==> src/rtl/mmio_uart_tx_if.sv <==
// rtl/mmio_uart_tx_if.sv - CPU store/load bus bundle for the memory-mapped UART transmitter
interface mmio_uart_tx_if;
    logic        memwrite;
    logic [31:0] dataadr;
    logic [31:0] writedata;
    logic [31:0] readdata;

    modport master (output memwrite, output dataadr, output writedata, input readdata);
    modport slave  (input memwrite, input dataadr, input writedata, output readdata);
endinterface

==> src/rtl/mmio_uart_tx.sv <==
// rtl/mmio_uart_tx.sv - memory-mapped 8-bit UART transmitter with TX FIFO; MMIO_UART_TX_PARITY_EN adds an even-parity bit
module mmio_uart_tx #(
    parameter logic [31:0] BASE_ADDR    = 32'hFFFF_0000,
    parameter int          CLKS_PER_BIT = 16,
    parameter int          FIFO_DEPTH   = 4
) (
    input  logic            clk,
    input  logic            reset,
    mmio_uart_tx_if.slave   bus,
    output logic            txd,
    output logic            busy,
    output logic            full
);
    localparam int          AW        = $clog2(FIFO_DEPTH);
    localparam int          CW        = AW + 1;
    localparam logic [15:0] BAUD_LAST = 16'(CLKS_PER_BIT - 1);
    localparam logic [31:0] CTRL_ADDR = BASE_ADDR + 32'd4;

    localparam logic [2:0] S_IDLE   = 3'd0;
    localparam logic [2:0] S_START  = 3'd1;
    localparam logic [2:0] S_DATA   = 3'd2;
`ifdef MMIO_UART_TX_PARITY_EN
    localparam logic [2:0] S_PARITY = 3'd3;
`endif
    localparam logic [2:0] S_STOP   = 3'd4;

    logic [7:0]    mem [FIFO_DEPTH];
    logic [AW-1:0] wr_ptr;
    logic [AW-1:0] rd_ptr;
    logic [CW-1:0] count;
    logic          empty;
    logic          overflow;

    logic [2:0]    state;
    logic [15:0]   baud;
    logic [2:0]    bit_cnt;
    logic [7:0]    shreg;
`ifdef MMIO_UART_TX_PARITY_EN
    logic          par;
`endif

    logic          data_wr;
    logic          ctrl_wr;
    logic          push;
    logic          drop;
    logic          pop;
    logic          baud_done;
    logic [7:0]    head;

    assign empty     = (count == '0);
    assign full      = (count == CW'(FIFO_DEPTH));
    assign busy      = (state != S_IDLE) || !empty;
    assign head      = mem[rd_ptr];
    assign baud_done = (baud == BAUD_LAST);

    always_comb begin
        data_wr = reset && bus.memwrite && (bus.dataadr == BASE_ADDR);
        ctrl_wr = reset && bus.memwrite && (bus.dataadr == CTRL_ADDR);
        push    = data_wr && !full;
        drop    = data_wr && full;
        pop     = reset && !empty &&
                  ((state == S_IDLE) || ((state == S_STOP) && baud_done));
    end

    always_comb begin
        bus.readdata = 32'b0;
        if (bus.dataadr == CTRL_ADDR)
            bus.readdata = {28'b0, overflow, full, empty, busy};
    end

    // Storage needs no reset: occupancy is tracked by count alone.
    always_ff @(posedge clk) begin
        if (push)
            mem[wr_ptr] <= bus.writedata[7:0];
    end

    always_ff @(posedge clk) begin
        if (!reset) begin
            wr_ptr   <= '0;
            rd_ptr   <= '0;
            count    <= '0;
            overflow <= 1'b0;
        end else begin
            wr_ptr <= wr_ptr + AW'(push);
            rd_ptr <= rd_ptr + AW'(pop);
            count  <= count + CW'(push) - CW'(pop);
            if (drop)
                overflow <= 1'b1;
            else if (ctrl_wr && bus.writedata[0])
                overflow <= 1'b0;
        end
    end

    always_ff @(posedge clk) begin
        if (!reset) begin
            state   <= S_IDLE;
            baud    <= '0;
            bit_cnt <= '0;
            shreg   <= '0;
            txd     <= 1'b1;
`ifdef MMIO_UART_TX_PARITY_EN
            par     <= 1'b0;
`endif
        end else begin
            case (state)
                S_IDLE: begin
                    if (pop) begin
                        shreg <= head;
`ifdef MMIO_UART_TX_PARITY_EN
                        par   <= ^head;
`endif
                        txd   <= 1'b0;
                        baud  <= '0;
                        state <= S_START;
                    end
                end
                S_START: begin
                    if (baud_done) begin
                        baud    <= '0;
                        bit_cnt <= '0;
                        txd     <= shreg[0];
                        shreg   <= shreg >> 1;
                        state   <= S_DATA;
                    end else begin
                        baud <= baud + 16'd1;
                    end
                end
                S_DATA: begin
                    if (baud_done) begin
                        baud <= '0;
                        if (bit_cnt == 3'd7) begin
`ifdef MMIO_UART_TX_PARITY_EN
                            txd   <= par;
                            state <= S_PARITY;
`else
                            txd   <= 1'b1;
                            state <= S_STOP;
`endif
                        end else begin
                            bit_cnt <= bit_cnt + 3'd1;
                            txd     <= shreg[0];
                            shreg   <= shreg >> 1;
                        end
                    end else begin
                        baud <= baud + 16'd1;
                    end
                end
`ifdef MMIO_UART_TX_PARITY_EN
                S_PARITY: begin
                    if (baud_done) begin
                        baud  <= '0;
                        txd   <= 1'b1;
                        state <= S_STOP;
                    end else begin
                        baud <= baud + 16'd1;
                    end
                end
`endif
                S_STOP: begin
                    if (baud_done) begin
                        baud <= '0;
                        // Chain straight into the next start bit so frames abut.
                        if (pop) begin
                            shreg <= head;
`ifdef MMIO_UART_TX_PARITY_EN
                            par   <= ^head;
`endif
                            txd   <= 1'b0;
                            state <= S_START;
                        end else begin
                            state <= S_IDLE;
                        end
                    end else begin
                        baud <= baud + 16'd1;
                    end
                end
                default: begin
                    state <= S_IDLE;
                    txd   <= 1'b1;
                    baud  <= '0;
                end
            endcase
        end
    end
endmodule

==> src/flat_wrapper.sv <==
// flat-port wrapper written by rule: the top's interface ports become plain ports
module mmio_uart_tx_flat 
#(
    parameter logic [31:0] BASE_ADDR    = 32'hFFFF_0000,
    parameter int          CLKS_PER_BIT = 16,
    parameter int          FIFO_DEPTH   = 4
)
  (clk, reset, txd, busy, full, bus_memwrite, bus_dataadr, bus_writedata, bus_readdata);
  mmio_uart_tx_if bus_i ();
  input  logic clk;
  input  logic reset;
  output logic txd;
  output logic busy;
  output logic full;
  input wire logic [$bits(bus_i.memwrite)-1:0] bus_memwrite;
  input wire logic [$bits(bus_i.dataadr)-1:0] bus_dataadr;
  input wire logic [$bits(bus_i.writedata)-1:0] bus_writedata;
  output wire logic [$bits(bus_i.readdata)-1:0] bus_readdata;
  assign bus_i.memwrite = bus_memwrite;
  assign bus_i.dataadr = bus_dataadr;
  assign bus_i.writedata = bus_writedata;
  assign bus_readdata = bus_i.readdata;
  mmio_uart_tx #(.BASE_ADDR(BASE_ADDR), .CLKS_PER_BIT(CLKS_PER_BIT), .FIFO_DEPTH(FIFO_DEPTH)) u_core (.clk(clk), .reset(reset), .bus(bus_i), .txd(txd), .busy(busy), .full(full));
endmodule
==> config.mk <==
export PLATFORM = sky130hd
export DESIGN_NAME = mmio_uart_tx_flat
export DESIGN_NICKNAME = d
export VERILOG_FILES = /design/src/rtl/mmio_uart_tx_if.sv /design/src/rtl/mmio_uart_tx.sv /design/src/flat_wrapper.sv
export SDC_FILE = /design/constraint.sdc
export NUM_CORES = 1
export LEC_CHECK = 0
export CORE_MARGIN = 2
export CORE_UTILIZATION = 24
export DETAILED_ROUTE_END_ITERATION = 7
export PLACE_DENSITY = 0.56
export SETUP_SLACK_MARGIN = 0.15
export SYNTH_ARGS = -nofsm -noshare
export SYNTH_HDL_FRONTEND = slang
export SYNTH_SLANG_ARGS = --single-unit
==> constraint.sdc <==
create_clock -name clk -period 3.2 [get_ports clk]
set_clock_uncertainty 0.1 [all_clocks]
set_input_delay 0.48 -clock clk [delete_from_list [all_inputs] [get_ports clk]]
set_output_delay 0.48 -clock clk [all_outputs]
set_load 0.02 [all_outputs]
==> summary.md <==
| Metric | Value |
|---|---|
| Switch Pwr | 825 uW |
| Share of total power consumed by net switching | 0.303 |
| Number of sinks handled by clock tree synthesis | 71 |
| Capture instance of the worst register-to-register path | u_core.count[2] |
| CTS clk-pin slew, worst paths | 60 ps |
| Fin crit period | 2970 ps |
| Core box area | 14400 um2 |
| Startpoint of the lowest-slack register-to-register path | u_core.baud[0] |
| Combinational power share | 0.239 |
| Fraction of the cycle the final worst path needs | 0.927 |
| Synth Flop Type | sky130_fd_sc_hd__dfxtp_1 |
| DR DRC count | 0 |
| Maximum clock insertion buffer count | 2 |
| HP Start | u_core.shreg[7] |
| Fraction of the mapped netlist area in simple logic gates | 0.172 |
| Post-CTS Setup Inserts | 0 |
| Weighted congestion reported at the end of routability-driven placement | 0.764 |
| Relative slew margins | 0.599 |
| Arrival time at the worst endpoint | 2390 ps |
| Adder-cell share of the synthesized area | 0.0309 |
| Wire length of the first global-routing pass | 11000 um |
| Highest net fanout along the worst path | 3 |
| Half-perimeter wire length after detailed placement | 4760 um |
| Slack of the worst reg-to-reg path | 350 ps |
| Critical path class | in2out |
| Max stage delay on crit path | 590 ps |
| Number of setup violations in the final report | 0 |
| Hold WC Path Type | reg2reg |
| Final slew viol count | 0 |
| Data required time of the worst path | 2620 ps |
| Detail-routed net length per standard cell | 11.8 um |
| Critical Path End Type | output port |
| Combinational family with the most area after synthesis | simple AND/OR/NAND/NOR gates |
| Clk_lat worst skew | 330 ps |
| Cells on worst reg2reg path | 11 |
| Pin count of the biggest net entering global routing | 32 |
| Parity-gate share of the synthesized area counting xor and xnor cells | 0.0402 |
| Number of antenna violations at the first check in global routing | 0 |
| Total power per unit cell area | 616 nW/um2 |
| Final hold violation count | 0 |
| Post-detailed-route count of antenna-violating nets | 0 |
| Number of different library cells in the post-synthesis netlist | 54 |
| Max-cap violations | 0 |
| Die area | 15500 um2 |
| Worst hold slack after final layout | 362 ps |
| Proportion of synthesized chip area in sequential cells | 0.499 |
| Leftover overflow at the end of global routing | 0 |
| Synth Area in Compound Gates | 0.0940 |
| Leak Pwr | 0.00170 uW |
| Via total after detailed routing | 2429 |
| Vertical extent of the die | 125 um |
| Global router's overall resource usage | 0.0882 |
| H-tree depth | 3 |
| Number of instances in the synthesized netlist | 312 |
| Share of flip-flops with an asynchronous set or reset after synthesis | 0 |
| Max Clk Rate | 337 MHz |
| Synthesis-to-finish area growth | 26.4% |
| Proportion of power drawn by flip-flops and latches | 0.411 |
| Number of placed instances with taps included | 541 |
| Nature of the critical path startpoint | primary input |
| Total detailed-routing wirelength | 6550 um |
| Number of port buffers | 49 |
| CTS tree | yes |
| Fraction of final layout cells with drive strength greater than 1 | 0.110 |
| Post-detailed-route via-to-cell ratio | 4.36 |
| Cell-by-cell listing of the critical path | clkdlybuf4s50_1 > nand4_1 > or4_1 > nor2_1 > nand2_1 > nor2_1 > dlygate4sd2_1 |
| Cell Rows | 44 |
| Result of the run | completed |
| Synth warn | 0 |
| Maximum vdd ir drop | 373 uV |
| Clock tree root buffer cell | sky130_fd_sc_hd__clkbuf_16 |
| Worst-path cell with the longest stage delay | sky130_fd_sc_hd__or4_1 |
| Unrepaired setup endpoints after global routing | no |
| Average instance area after synthesis | 11.2 um2 |
| Cell Area, Synth | 3490 um2 |
| Number of primary I/O pins | 102 |
| Portion of netlist area occupied by mux cells | 0.0775 |
| Post-layout net count | 443 |
| Width of the die | 125 um |
| Antenna diode count | 0 |
| Internal power summed over all cells | 1890 uW |
| Critical Path Source | bus_dataadr[17] |
| Final std cells w/o fill | 557 |
| Least-Margin Pin Slew | 600 ps |
| Vias in the first global route | 2363 |
| Depth of the worst hold-timing path | 2 |
| FF+latch count, synth | 71 |
| Initial Utilization | 0.243 |
| Most common cell on crit path | sky130_fd_sc_hd__nor2_1 |
| Number of DRC markers in iteration 0 | 135 |
| Destination of the critical timing path | bus_readdata[0] |
| Iteration count of the initial detailed-routing pass | 4 |
| Total CTS buffers | 9 |
| Number of enable-type register cells in the synthesized netlist | 32 |
| Clock Power Share | 0.350 |
state kept, by name (all words and copies together), names as in the netlist:
register	cells
u_core.mem	32
u_core.baud	16
u_core.shreg	8
u_core.bit_cnt	3
u_core.count	3
u_core.state	3
u_core.rd_ptr	2
u_core.wr_ptr	2
u_core.overflow	1
u_core.txd	1
how the worst min path moves through the flow:
stage	endpoint	slack (ps)
after floorplan	u_core.shreg[7]	330
after global placement	u_core.shreg[7]	350
after detailed placement	u_core.shreg[7]	360
after CTS	u_core.shreg[7]	370
after global routing	u_core.shreg[7]	390
final	u_core.shreg[7]	360
layer usage:
| layer | up-vias | GRT usage | wire (um) |
|---|---|---|---|
| met4 | 0 | 0.0436 | 109 |
| li1 | 1192 | - | - |
| met3 | 7 | 0.0223 | 386 |
| met2 | 85 | 0.153 | 3240 |
| met1 | 1145 | 0.101 | 2820 |
| met5 | - | 0 | 0 |
cell type report:
| type | count | area (um2) |
|---|---|---|
| clock buffer | 9 | 225 |
| clock inverter | 7 | 62.6 |
| fill | 1462 | 9960 |
| inverter | 8 | 30.0 |
| multi-input combinational | 221 | 1560 |
| sequential | 71 | 1740 |
| tap | 184 | 230 |
| timing repair buffer | 57 | 559 |
metrics by stage:
| stage | setup WS (ps) | power, uW | util | TNS, ps | cell area [um2] |
|---|---|---|---|---|---|
| 2_1_floorplan | 365 | 1620 | - | 0 | 3590 |
| 6_report | 233 | 2720 | 0.307 | 0 | 4410 |
| 3_5_place_dp | -69.1 | 1790 | 0.286 | -187 | 4120 |
| 5_1_grt | 151 | 2870 | 0.307 | 0 | 4410 |
| 4_1_cts | 208 | 2760 | 0.306 | 0 | 4400 |
| 3_3_place_gp | -44.7 | 1780 | 0.286 | -120 | 4120 |
synthesized netlist by cell type, drive strengths merged, types with 2 or more instances:
cell | number | area (um2)
nand2b | 4 | 25.0
nor4 | 4 | 31.3
o31ai | 2 | 20.0
mux2i | 9 | 90.1
o21a | 2 | 16.3
nor2 | 29 | 116
o21ai | 12 | 60.1
xnor2 | 5 | 43.8
nor2b | 3 | 18.8
edfxtp | 32 | 961
a21oi | 4 | 20.0
inv | 8 | 30.0
clkbuf | 4 | 15.0
or3 | 2 | 12.5
and3 | 5 | 31.3
nand2 | 21 | 78.8
xor2 | 11 | 96.3
buf | 35 | 250
a21boi | 3 | 22.5
and2 | 10 | 62.6
o211a | 10 | 100
a21o | 3 | 22.5
nor3 | 6 | 35.0
nor4b | 2 | 23.8
nand4 | 9 | 62.6
and4 | 2 | 17.5
ha | 7 | 87.6
mux4 | 8 | 180
nand3 | 7 | 35.0
dfxtp | 39 | 781
layout by cell type (no fill, tap or decap), types with 9 or more instances in the layout:
master                             n
sky130_fd_sc_hd__o211a_1          10
sky130_fd_sc_hd__nor2_1           28
sky130_fd_sc_hd__clkdlybuf4s50_1  45
sky130_fd_sc_hd__o21ai_1           9
sky130_fd_sc_hd__clkbuf_16         9
sky130_fd_sc_hd__nand2_1          21
sky130_fd_sc_hd__dfxtp_1          39
sky130_fd_sc_hd__xor2_1           11
sky130_fd_sc_hd__edfxtp_1         32
sky130_fd_sc_hd__mux2i_1           9
sky130_fd_sc_hd__conb_1           28
sky130_fd_sc_hd__and2_1           10
critical path, delay by kind of cell:
family | cells | cell delay [ps]
buf+inv | 2 | 810
simple gates | 5 | 1090
power by group through the flow:
stage               Combinational, uW  Sequential, uW  Clock [uW]
floorplan                         533            1090           0
global placement                  644            1140           0
detailed placement                655            1140           0
CTS                               657            1120         985
global route                      710            1130        1030
finish                            649            1120         953
kinds of logic after synthesis:
family                   after synthesis
AO/OA/AOI/OAI                         42
AND/OR/NAND/NOR                      110
multiplexers                          17
flip-flops                            71
adder cells (fa/ha/maj)                8
other                                  1
XOR/XNOR                              16
buffers and inverters                 47
what timing repair did:
| item | 4_1_cts | 5_1_grt |
|---|---|---|
| pin swaps | 0 | 1 |
| hold buffers | 0 | 0 |
| endpoints found under the hold margin | 0 | 0 |
| setup endpoints to repair | 4 | 2 |
| resized for setup | 4 | 2 |
(Power assumes the default switching activity.)
